$ cat src/rtl/yukle_kaydet_birimi.sv
// RV32I load/store initiator between the core and the word-addressed data memory.
// One request at a time: byte-lane extract on loads, read-modify-write on sub-word stores.
module yukle_kaydet_birimi #(
    parameter int BELLEK_BAYT = 512
) (
    input  logic        clk,
    input  logic        rst,
    input  logic        istek_gecerli,
    output logic        istek_hazir,
    input  logic        istek_yaz,
    input  logic [1:0]  istek_boyut,
    input  logic        istek_isaretsiz,
    input  logic [31:0] istek_adres,
    input  logic [31:0] istek_veri,
    output logic        sonuc_gecerli,
    output logic [31:0] sonuc_veri,
    output logic        hata,
    output logic        bel_oku_aktif,
    output logic        bel_yaz_aktif,
    output logic [31:0] bel_adres,
    output logic [31:0] bel_yaz_veri,
    input  logic [31:0] bel_oku_veri
);

    localparam logic [1:0] BOSTA = 2'd0;
    localparam logic [1:0] OKU   = 2'd1;
    localparam logic [1:0] YAZ   = 2'd2;
    localparam logic [1:0] YANIT = 2'd3;

    logic [1:0]  durum_r;
    logic        yaz_r;
    logic [1:0]  boyut_r;
    logic        isaretsiz_r;
    logic [31:0] adres_r;
    logic [15:0] veri_r;
    logic [31:0] yaz_veri_r;
    logic [31:0] sonuc_veri_r;
    logic        hata_r;
    logic        boy_hata_s;
    logic        aralik_disi_s;
    logic        hata_s;

    function automatic logic [31:0] cikar(input logic [31:0] kelime, input logic [1:0] boyut,
                                          input logic [1:0] ofs, input logic isaretsiz);
        logic [7:0]  b;
        logic [15:0] h;
        logic [31:0] s;
        b = kelime[{ofs, 3'b000} +: 8];
        h = ofs[1] ? kelime[31:16] : kelime[15:0];
        case (boyut)
            2'b00:   s = {{24{b[7] & ~isaretsiz}}, b};
            2'b01:   s = {{16{h[15] & ~isaretsiz}}, h};
            default: s = kelime;
        endcase
        return s;
    endfunction

    // Only the addressed lane is replaced; the rest comes from the word read in OKU.
    function automatic logic [31:0] birlestir(input logic [31:0] kelime, input logic [15:0] veri,
                                              input logic [1:0] boyut, input logic [1:0] ofs);
        logic [31:0] s;
        s = kelime;
        case (boyut)
            2'b00: s[{ofs, 3'b000} +: 8] = veri[7:0];
            2'b01: begin
                if (ofs[1]) begin
                    s[31:16] = veri;
                end else begin
                    s[15:0] = veri;
                end
            end
            default: s = kelime;
        endcase
        return s;
    endfunction

    // Request error classification: alignment, illegal size and range.
    always_comb begin
        boy_hata_s = 1'b0;
        case (istek_boyut)
            2'b00:   boy_hata_s = 1'b0;
            2'b01:   boy_hata_s = istek_adres[0];
            2'b10:   boy_hata_s = |istek_adres[1:0];
            default: boy_hata_s = 1'b1;
        endcase
        aralik_disi_s = (istek_adres >= 32'(BELLEK_BAYT));
        hata_s = boy_hata_s | aralik_disi_s;
    end

    // Request sequencing FSM and datapath registers.
    always_ff @(posedge clk) begin
        if (rst) begin
            durum_r      <= BOSTA;
            yaz_r        <= 1'b0;
            boyut_r      <= 2'b00;
            isaretsiz_r  <= 1'b0;
            adres_r      <= 32'h0;
            veri_r       <= 16'h0;
            yaz_veri_r   <= 32'h0;
            sonuc_veri_r <= 32'h0;
            hata_r       <= 1'b0;
        end else begin
            case (durum_r)
                BOSTA: begin
                    if (istek_gecerli) begin
                        yaz_r       <= istek_yaz;
                        boyut_r     <= istek_boyut;
                        isaretsiz_r <= istek_isaretsiz;
                        adres_r     <= istek_adres;
                        veri_r      <= istek_veri[15:0];
                        hata_r      <= hata_s;
                        if (hata_s) begin
                            sonuc_veri_r <= 32'h0;
                            durum_r      <= YANIT;
                        end else if (istek_yaz && (istek_boyut == 2'b10)) begin
                            yaz_veri_r <= istek_veri;
                            durum_r    <= YAZ;
                        end else begin
                            durum_r <= OKU;
                        end
                    end else begin
                        durum_r <= BOSTA;
                    end
                end
                OKU: begin
                    if (yaz_r) begin
                        yaz_veri_r <= birlestir(bel_oku_veri, veri_r, boyut_r, adres_r[1:0]);
                        durum_r    <= YAZ;
                    end else begin
                        sonuc_veri_r <= cikar(bel_oku_veri, boyut_r, adres_r[1:0], isaretsiz_r);
                        durum_r      <= YANIT;
                    end
                end
                YAZ: begin
                    sonuc_veri_r <= 32'h0;
                    durum_r      <= YANIT;
                end
                YANIT: begin
                    hata_r  <= 1'b0;
                    durum_r <= BOSTA;
                end
                default: durum_r <= BOSTA;
            endcase
        end
    end

    // Strobes and handshake are state decodes gated by rst so no access escapes a reset cycle.
    always_comb begin
        istek_hazir   = (durum_r == BOSTA) & ~rst;
        bel_oku_aktif = (durum_r == OKU) & ~rst;
        bel_yaz_aktif = (durum_r == YAZ) & ~rst;
        sonuc_gecerli = (durum_r == YANIT) & ~rst;
        hata          = (durum_r == YANIT) & hata_r & ~rst;
        bel_adres     = {adres_r[31:2], 2'b00};
        bel_yaz_veri  = yaz_veri_r;
        sonuc_veri    = sonuc_veri_r;
    end

endmodule
$ cat config.mk
export PLATFORM = sky130hd
export DESIGN_NAME = yukle_kaydet_birimi
export DESIGN_NICKNAME = d
export VERILOG_FILES = /design/src/rtl/yukle_kaydet_birimi.sv
export SDC_FILE = /design/constraint.sdc
export NUM_CORES = 1
export LEC_CHECK = 0
export CAP_MARGIN = 20
export CORE_ASPECT_RATIO = 2
export CORE_MARGIN = 2
export CORE_UTILIZATION = 25
export DETAILED_ROUTE_END_ITERATION = 12
export REMOVE_ABC_BUFFERS = 1
export SYNTH_ARGS = -nofsm -noshare
export SYNTH_HDL_FRONTEND = slang
export SYNTH_SLANG_ARGS = --single-unit
$ cat constraint.sdc
create_clock -name clk -period 2.9 [get_ports clk]
set_clock_uncertainty 0.2 [all_clocks]
set_input_delay 0.29 -clock clk [delete_from_list [all_inputs] [get_ports clk]]
set_output_delay 0.29 -clock clk [all_outputs]
set_load 0.005 [all_outputs]
Yosys cells after proc, flatten, opt, wreduce, memory -nomap -nowiden
Cells that the tools add are included.
{"block": "word_totals", "register_bits": 119, "elab_cells": 72}
{"block": "op_classes", "add_sub_neg": 1, "n_lt_le_gt_ge": 1, "n_eq_ne": 12, "shifts": 3, "n_mux": 23, "bitwise_logic": 11, "reduce_logical": 12}
{"cell": "$mux 32", "n": 7}
{"cell": "$pmux 32 s2", "n": 3}
{"cell": "$pmux 32 s3", "n": 1}
{"cell": "$mux 16", "n": 3}
{"cell": "$bwmux 32", "n": 1}
{"cell": "$ge 32x10->1 const B", "n": 1}
{"cell": "$shift 8x7->32 const A", "n": 1}
{"cell": "$shiftx 32x6->8", "n": 1}
{"cell": "$shiftx 8x7->32", "n": 1}
{"cell": "$ne 2x2->1 const B", "n": 6}
{"cell": "$and 1x1->1", "n": 8}
{"cell": "$pmux 2 s4", "n": 1}
{"cell": "$neg 5->7", "n": 1}
{"cell": "$eq 2x1->1 const B", "n": 3}
{"cell": "$eq 2x2->1 const B", "n": 3}
{"cell": "$logic_not 2->1", "n": 3}
{"cell": "$mux 2", "n": 3}
{"cell": "$reduce_and 5->1", "n": 1}
{"cell": "$reduce_and 2->1", "n": 2}
{"cell": "$reduce_and 4->1", "n": 1}
{"cell": "$reduce_bool 2->1", "n": 2}
{"cell": "$pmux 1 s3", "n": 1}
{"cell": "$reduce_bool 3->1", "n": 1}
{"cell": "$mux 1", "n": 2}
{"cell": "other kinds (5)", "n": 6}

Depth between registers and ports, before layout
Gate-level depths: netlist of run 1.
{"block": "depth", "depth_word": 6, "ltp_mapped": 10, "mapped_depth_nobuf": 8}

Worst setup path before layout of run 1
Ideal clock, no wire load.
{"block": "synth_path", "kind": "register to register", "start": "reg adres_r[1]", "end": "reg yaz_veri_r[16], in the netlist bel_yaz_veri[16]", "arrival_time_ns": 2.199, "required_ns": 2.584, "slack_ns": 0.385, "stages_incl_launch_ff": 10, "period_less_slack_ns": 2.515, "cell_sequence": "dfxtp_1 buf_2 inv_1 clkbuf_1 ha_1 nor2b_1 a31o_2 a221oi_1 nor4_2 a31o_1"}
{"block": "synth_between", "elab_chain_len": 6}
{"item": "from (decl)", "line": "34", "rtl": "logic [31:0] adres_r;"}
{"item": "from (signal assigned)", "line": "109", "rtl": "adres_r <= istek_adres;"}
{"item": "$neg 5->7", "line": "64", "rtl": "2'b00: s[{ofs, 3'b000} +: 8] = veri[7:0];"}
{"item": "$shiftx 8x7->32 / $shift 8x7->32 (equally long branches)", "line": "64"}
{"item": "$bwmux 32", "line": "64"}
{"item": "$pmux 32 s2 *", "line": "63", "rtl": "case (boyut)"}
{"item": "$mux 32 *", "line": "126", "rtl": "if (yaz_r) begin"}
{"item": "$pmux 32 s2 *", "line": "103", "rtl": "case (durum_r)"}
{"item": "to (signal assigned)", "line": "116", "rtl": "yaz_veri_r <= istek_veri;"}
{"item": "to (signal assigned)", "line": "127", "rtl": "yaz_veri_r <= birlestir(bel_oku_veri, veri_r, boyut_r, adres_r[1:0]);"}
{"item": "to (decl)", "line": "36", "rtl": "logic [31:0] yaz_veri_r;"}
Every way passes the cells marked *; elsewhere a longest branch is shown, timed or not. The select of a mux whose other input is x is not followed.
A chain may end at the register's enable or synchronous reset.

Worst setup path after layout of run 1
{"block": "layout_path", "start": "reg durum_r[0]", "end": "out bel_oku_aktif"}
{"block": "layout_between", "elab_chain_len": 2}
{"item": "from (decl)", "line": "30", "rtl": "logic [1:0] durum_r;"}
{"item": "from (signal assigned)", "line": "93", "rtl": "durum_r <= BOSTA;"}
{"item": "from (signal assigned)", "line": "114", "rtl": "durum_r <= YANIT;"}
{"item": "from (signal assigned)", "line": "117", "rtl": "durum_r <= YAZ;"}
{"item": "$eq 2x1->1", "line": "150", "rtl": "bel_oku_aktif = (durum_r == OKU) & ~rst;"}
{"item": "$and 1x1->1", "line": "150"}
{"item": "to (decl)", "line": "18", "rtl": "output logic bel_oku_aktif,"}
No other way between the ends.

==> flow_summary.toml, run 1 <==
[power]
combinationalPowerShare_pct = 26.4
p_leak_uw = 0.00319
p_per_area_mw_per_mm2 = 630
p_int_uw = 3950
seq_power_share_pct = 33.0
p_total_uw = 5700
peakVddDrop_uv = 387
power.switching_uw = 1750
p_sw_share_pct = 30.8
clockPowerShare_pct = 40.6

[clocking]
clockBufferDepth = 2
cts_htree_levels = 4
path_clk_slew_ns = 0.06
tritoncts = "done"
postCtsSetupRepairBufs = 0
cts_buffers = 17
clkSinkCount = 119
cts_root_buf = "clkbuf_16"
clk-insertion-delay-late_ns = 0.44

[layout]
n_antenna_cell = 0
nNetsFinal = 1033
syn2layout_area_growth_pct = 45.5
drive_gt1_share_pct = 9.11
final_area_mm2 = 0.00905

[synthesis]
synth.distinct_cells = 51
synth_edf_count = 0
yosysSeqAreaShare_pct = 38.3
synthCells = 767
async_flop_share_pct = 0
ys_seq_elements = 119
syn_area_mm2 = 0.00622
yosysWarnings = 0
syn_area_per_cell_um2 = 8.11
synth_ff_type = "dfxtp_1"

[route]
vias = 6262
dr.pass1.iters = 5
dr_wl_met2_mm = 13.2
wl_met1_mm = 8.50
remaining_drc_errors = 0
wl_met3_mm = 1.09
wl_per_cell_um = 19.0
drt_iter0_drc = 418
final_antenna_net_count = 0
post_drt_via_cell_ratio = 4.95
highest_layer = "met4"
drt-total-wl_mm = 24.0

[setup_path]
crit_fanout = 13
critPathArrivalTime_ns = 2.14
worst-r2r-cell-count = 7
required_ns = 2.41
path_class = "reg -> out"
worstSetupEndpointType = "output port"
r2r_end = "bel_yaz_veri[23]$_SDFFE_PP0P_"
cp-start-kind = "flip-flop"
r2r_slack_ns = 0.46
rr_startpoint = "adres_r[1]$_SDFFE_PP0P_"

[sta]
final-max-slew-violation-count = 0
hold_viol = 0
max_freq_ghz = 0.380
final.period_utilization_pct = 90.6
setup_viol = 0
slew_headroom_pct = 54.0
period_minus_slack_ns = 2.63
tightest_slew_ns = 0.691
rsz0062_at_grt = "no"

[global_route]
grt_pass1_wl_mm = 36.5
grt_max_degree = 58
grt_use_total_pct = 18.6
antenna_found_initial = 0
grt_pass1_vias = 6323
grt-ovfl-total = 0

[floorplanning]
rows = 81
die-area_mm2 = 0.0262
fp.dieW_um = 116
coreArea_mm2 = 0.0244
die_y_um = 227
start_util_pct = 25.5
ios = 204

[placed_design]
gp_congestion = 0.920
io_buffers = 201
hpwlAfterDp_mm = 18.0
dpl-instance-area_mm2 = 0.00841

[run]
cap_violations = 0

[hold_path]
worstHoldEndpoint = "adres_r[6]$_SDFFE_PP0P_"
hp-start = "istek_adres[6]"
whs_path_depth = 3
hold_class = "in -> reg"

[run_status]
status = "finished clean"
[power by group through the flow]
| stage | clock (uW) | combinational [uW] | sequential (uW) |
|---|---|---|---|
| final | 2320 | 1500 | 1880 |
| after global routing | 2440 | 1630 | 1900 |
| after CTS | 2380 | 1510 | 1880 |
| after detailed placement | 0 | 1510 | 1910 |
| after global placement | 0 | 1490 | 1910 |
| after floorplan | 0 | 731 | 1910 |
[placed cells by master, fill, tap and decap left out, types with 2 or more instances in the layout]
| cell | n |
|---|---|
| clkdlybuf4s50_1 | 200 |
| nand2_1 | 176 |
| dfxtp_1 | 119 |
| a21oi_1 | 93 |
| mux2i_1 | 40 |
| o211ai_1 | 40 |
| inv_1 | 22 |
| buf_4 | 22 |
| o21ai_0 | 18 |
| nor2_1 | 17 |
| clkbuf_16 | 17 |
| nand3_1 | 16 |
| a221o_1 | 16 |
| a221oi_1 | 11 |
| nor4_2 | 10 |
| ha_1 | 9 |
| a31o_1 | 8 |
| nand2b_1 | 7 |
| o32ai_1 | 7 |
| o31a_1 | 7 |
| o221ai_1 | 7 |
| nor2b_1 | 5 |
| clkinvlp_4 | 5 |
| nor3_1 | 4 |
| bufinv_16 | 4 |
| buf_12 | 4 |
| nor4_1 | 3 |
| mux2_2 | 3 |
| a21o_1 | 3 |
| a22oi_1 | 3 |
| clkbuf_8 | 3 |
| and3b_1 | 2 |
| nor3_2 | 2 |
| or2_2 | 2 |
| o21ai_1 | 2 |
| conb_1 | 2 |
[critical path, cell delays in order, from the launching register on]
cell	delay, ns
dfxtp_1	0.40
ha_2	0.39
nand2_1	0.23
inv_2	0.14
clkdlybuf4s50_1	0.53
[flip-flops by register name, summed over array words and instances, names as in the netlist]
register and cells:
adres_r 32, bel_yaz_veri 32, boyut_r 2, durum_r 2, hata_r 1, isaretsiz_r 1, sonuc_veri 32, veri_r 16
yaz_r 1
[routing by layer]
layer / up-vias / GRT usage [%]
li1: 3008 / -
met1: 2973 / 18.9
met2: 221 / 34.3
met3: 60 / 3.62
met4: 0 / 10.6
met5: - / 0
[kinds of logic after synthesis]
group,synth area share [%]
AND/OR/NAND/NOR,18.6
AO/OA/AOI/OAI,24.8
flip-flops,38.3
other,0.0603
adder cells (fa/ha/maj),2.01
multiplexers,6.98
buffers and inverters,9.35
[Yosys cell counts (3+ instances only)]
library cell	instances	area (um^2)
nand2_1	177	664
dfxtp_1	119	2380
a21oi_1	93	465
clkbuf_1	46	173
mux2i_1	40	400
o211ai_1	40	300
buf_4	36	270
inv_1	22	82.6
o21ai_0	18	90.1
nor2_1	17	63.8
a221o_1	16	160
nand3_1	16	80.1
a221oi_1	11	96.3
ha_1	10	125
nor4_2	10	125
buf_2	9	45.0
a31o_1	8	70.1
nand2b_1	7	43.8
o221ai_1	7	61.3
o31a_1	7	61.3
o32ai_1	7	61.3
nor2b_1	5	31.3
nor3_1	4	20.0
a21o_1	3	22.5
a22oi_1	3	22.5
mux2_2	3	33.8
nor4_1	3	18.8
[area by class of cell]
class                      count  area (um^2)
timing repair buffer         226         2250
multi-input combinational    533         3280
tap                          332          415
sequential                   119         2380
fill                        2529        15400
clock inverter                11          171
inverter                      23         86.3
clock buffer                  21          470
[worst max-delay path by stage]
stage	start	end	slack [ns]	cells past startpoint
2_1_floorplan	durum_r[1]$_SDFF_PP0_	sonuc_veri[0]$_SDFFE_PP0P_	-0.75	4
3_3_place_gp	bel_oku_veri[15]	sonuc_veri[23]$_SDFFE_PP0P_	0.12	6
3_5_place_dp	istek_adres[28]	bel_yaz_veri[22]$_SDFFE_PP0P_	0.18	7
4_1_cts	durum_r[1]$_SDFF_PP0_	bel_oku_aktif	0.04	5
5_1_grt	durum_r[0]$_SDFF_PP0_	bel_oku_aktif	0.16	4
6_report	durum_r[0]$_SDFF_PP0_	bel_oku_aktif	0.27	4
[per-stage QoR]
step	TNS (ns)	util, %	hold slack, ns	setup slack [ns]	instances
6_report	0	37.1	0.205	0.272	1265
5_1_grt	0	37.1	0.218	0.164	1265
4_1_cts	0	37.1	0.180	0.0359	1265
3_3_place_gp	0	34.4	0.240	0.119	1232
2_1_floorplan	-40.25	-	0.159	-0.753	675
3_5_place_dp	0	34.4	0.247	0.185	1233
[repair_timing]
item                       in CTS  in global routing
gates resized for setup         0                  1
hold buffers                    0                  0
setup endpoints to repair       0                  1
(Power assumes the default switching activity.)
==> inputs of run 2 (changes only) <==
--- a/config.mk
+++ b/config.mk
@@ -5,12 +5,15 @@
 export SDC_FILE = /design/constraint.sdc
 export NUM_CORES = 1
 export LEC_CHECK = 0
+export ABC_CLOCK_PERIOD_IN_PS = 2900
 export CAP_MARGIN = 20
 export CORE_ASPECT_RATIO = 2
 export CORE_MARGIN = 2
 export CORE_UTILIZATION = 25
 export DETAILED_ROUTE_END_ITERATION = 12
+export GPL_TIMING_DRIVEN = 0
 export REMOVE_ABC_BUFFERS = 1
 export SYNTH_ARGS = -nofsm -noshare
 export SYNTH_HDL_FRONTEND = slang
 export SYNTH_SLANG_ARGS = --single-unit
+export TNS_END_PERCENT = 1
==> flow_summary.toml, run 2 (same netlist as run 1, synthesis figures left out) <==
[run_status]
status = "finished clean"

[floorplanning]
coreArea_mm2 = 0.0244
die_y_um = 227
die-area_mm2 = 0.0262
start_util_pct = 25.5
ios = 204
fp.dieW_um = 116
rows = 81

[placed_design]
dpl.cell_count = 1219
io_buffers = 201
gp_congestion = 0.880
hpwlAfterDp_mm = 17.5

[sta]
setup_tns_ns = 0
hold_viol = 0
tightest_slew_ns = 0.909
final-max-slew-violation-count = 0
setup_viol = 0
period_minus_slack_ns = 2.88
max_freq_ghz = 0.347
hold_ws_ns = 0.106
rsz0062_at_grt = "yes"
slew_headroom_pct = 39.3
final.period_utilization_pct = 99.2

[layout]
stdcell_count = 1259
nNetsFinal = 1023
layout_common_cells = "200 x clkdlybuf4s50_1, 175 x nand2_1, 117 x dfxtp_1"
layout_commonest_cell = "clkdlybuf4s50_1"
drive_gt1_share_pct = 8.79
syn2layout_area_growth_pct = 46.1

[route]
dr.pass1.iters = 5
drt_iter0_drc = 373
final_antenna_net_count = 0
vias = 6140
drt-total-wl_mm = 23.5
post_drt_via_cell_ratio = 4.88
remaining_drc_errors = 0
wl_per_cell_um = 18.7

[clocking]
cts_root_buf = "clkbuf_16"
clk-insertion-delay-late_ns = 0.44
clockBufferDepth = 2
clkSinkCount = 119
postCtsHoldBufs = 0
cts_htree_levels = 4
tritoncts = "done"
cts_buffers = 17
path_clk_slew_ns = 0.06

[setup_path]
path_class = "reg -> reg"
critPathArrivalTime_ns = 3.01
required_ns = 3.03
crit_fanout = 29
r2r_slack_ns = 0.02
worstSetupEndpointType = "flip-flop"
cp-start-kind = "flip-flop"

[global_route]
grt_pass1_wl_mm = 35.0
grt-ovfl-total = 0
grt_pass1_vias = 5995
antenna_found_initial = 5
grt_use_total_pct = 18.0
grt_max_degree = 54

[power]
p_per_area_mw_per_mm2 = 623
peakVddDrop_uv = 316
p_leak_uw = 0.00317

[run]
cap_violations = 0

[hold_path]
hold_class = "in -> reg"
==> run 2: cell types whose count changed in the layout (fill, tap and decap cells not counted), moves of 2 or more <==
| cell | change |
|---|---|
| buf_8 | +3 |
| buf_16 | +2 |
| a221oi_1 | -2 |
| a221oi_2 | +2 |
| diode_2 | +5 |
| clkbuf_8 | +3 |
| buf_4 | -17 |
| dfxtp_1 | -2 |
==> run 2: repair_timing <==
item,4_1_cts,5_1_grt
pin swaps,1,0
buffers inserted,1,2
gates cloned,1,0
resized for setup,9,4
endpoints found under the setup margin,35,20
==> run 2: metrics by stage <==
stage / setup WS, ns / utilization, % / instance area (um^2) / total power [uW]
2_1_floorplan: -0.753 / - / 5730 / 2640
3_3_place_gp: -4.80 / 33.4 / 8160 / 3340
3_5_place_dp: -0.942 / 34.3 / 8380 / 3410
4_1_cts: -0.0396 / 37.0 / 9040 / 5740
5_1_grt: -0.0599 / 37.2 / 9090 / 5950
6_report: 0.0222 / 37.2 / 9090 / 5670
==> run 2: worst paths after layout <==
kind | cells after the start | start | to
worst max-delay path | 7 | adres_r[1]$_SDFFE_PP0P_ | bel_yaz_veri[16]$_SDFFE_PP0P_
worst min-delay path | 2 | rst | isaretsiz_r$_SDFFE_PP0P_
worst max register to register | 7 | adres_r[1]$_SDFFE_PP0P_ | bel_yaz_veri[16]$_SDFFE_PP0P_
worst min register to register | 2 | bel_yaz_veri[5]$_SDFFE_PP0P_ | bel_yaz_veri[5]$_SDFFE_PP0P_
==> run 2: cell type report <==
cell class,count,area [um^2]
Antenna cell,5,12.5
Clock buffer,25,515
Clock inverter,6,113
Fill cell,2520,15300
Inverter,23,97.6
Multi-Input combinational cell,534,3320
Sequential cell,119,2390
Tap cell,332,415
Timing Repair Buffer,215,2220
==> run 2: critical path, cell delays in order (launching register included) <==
cell and delay, ns:
dfxtp_4 0.58, clkinvlp_4 0.26, ha_1 0.39, nor2b_1 0.17, a31o_2 0.34, a221oi_1 0.54, nor4_2 0.09, a31o_1 0.19
==> run 2: power by group <==
part	internal, uW	switching, uW
clock	1480	775
sequential	1770	133
combinational	690	812
total	3950	1720
==> run 2: metal layers <==
layer  part of all wire [%]  vias up  GRT usage (%)  wire length, um
met5                      0        -              0                0
met4                    4.2        0           10.4              989
met1                     37     2892           18.8             8620
li1                       -     2989              -                -
met2                     55      213           33.0            12900
met3                    4.4       46           3.43             1040
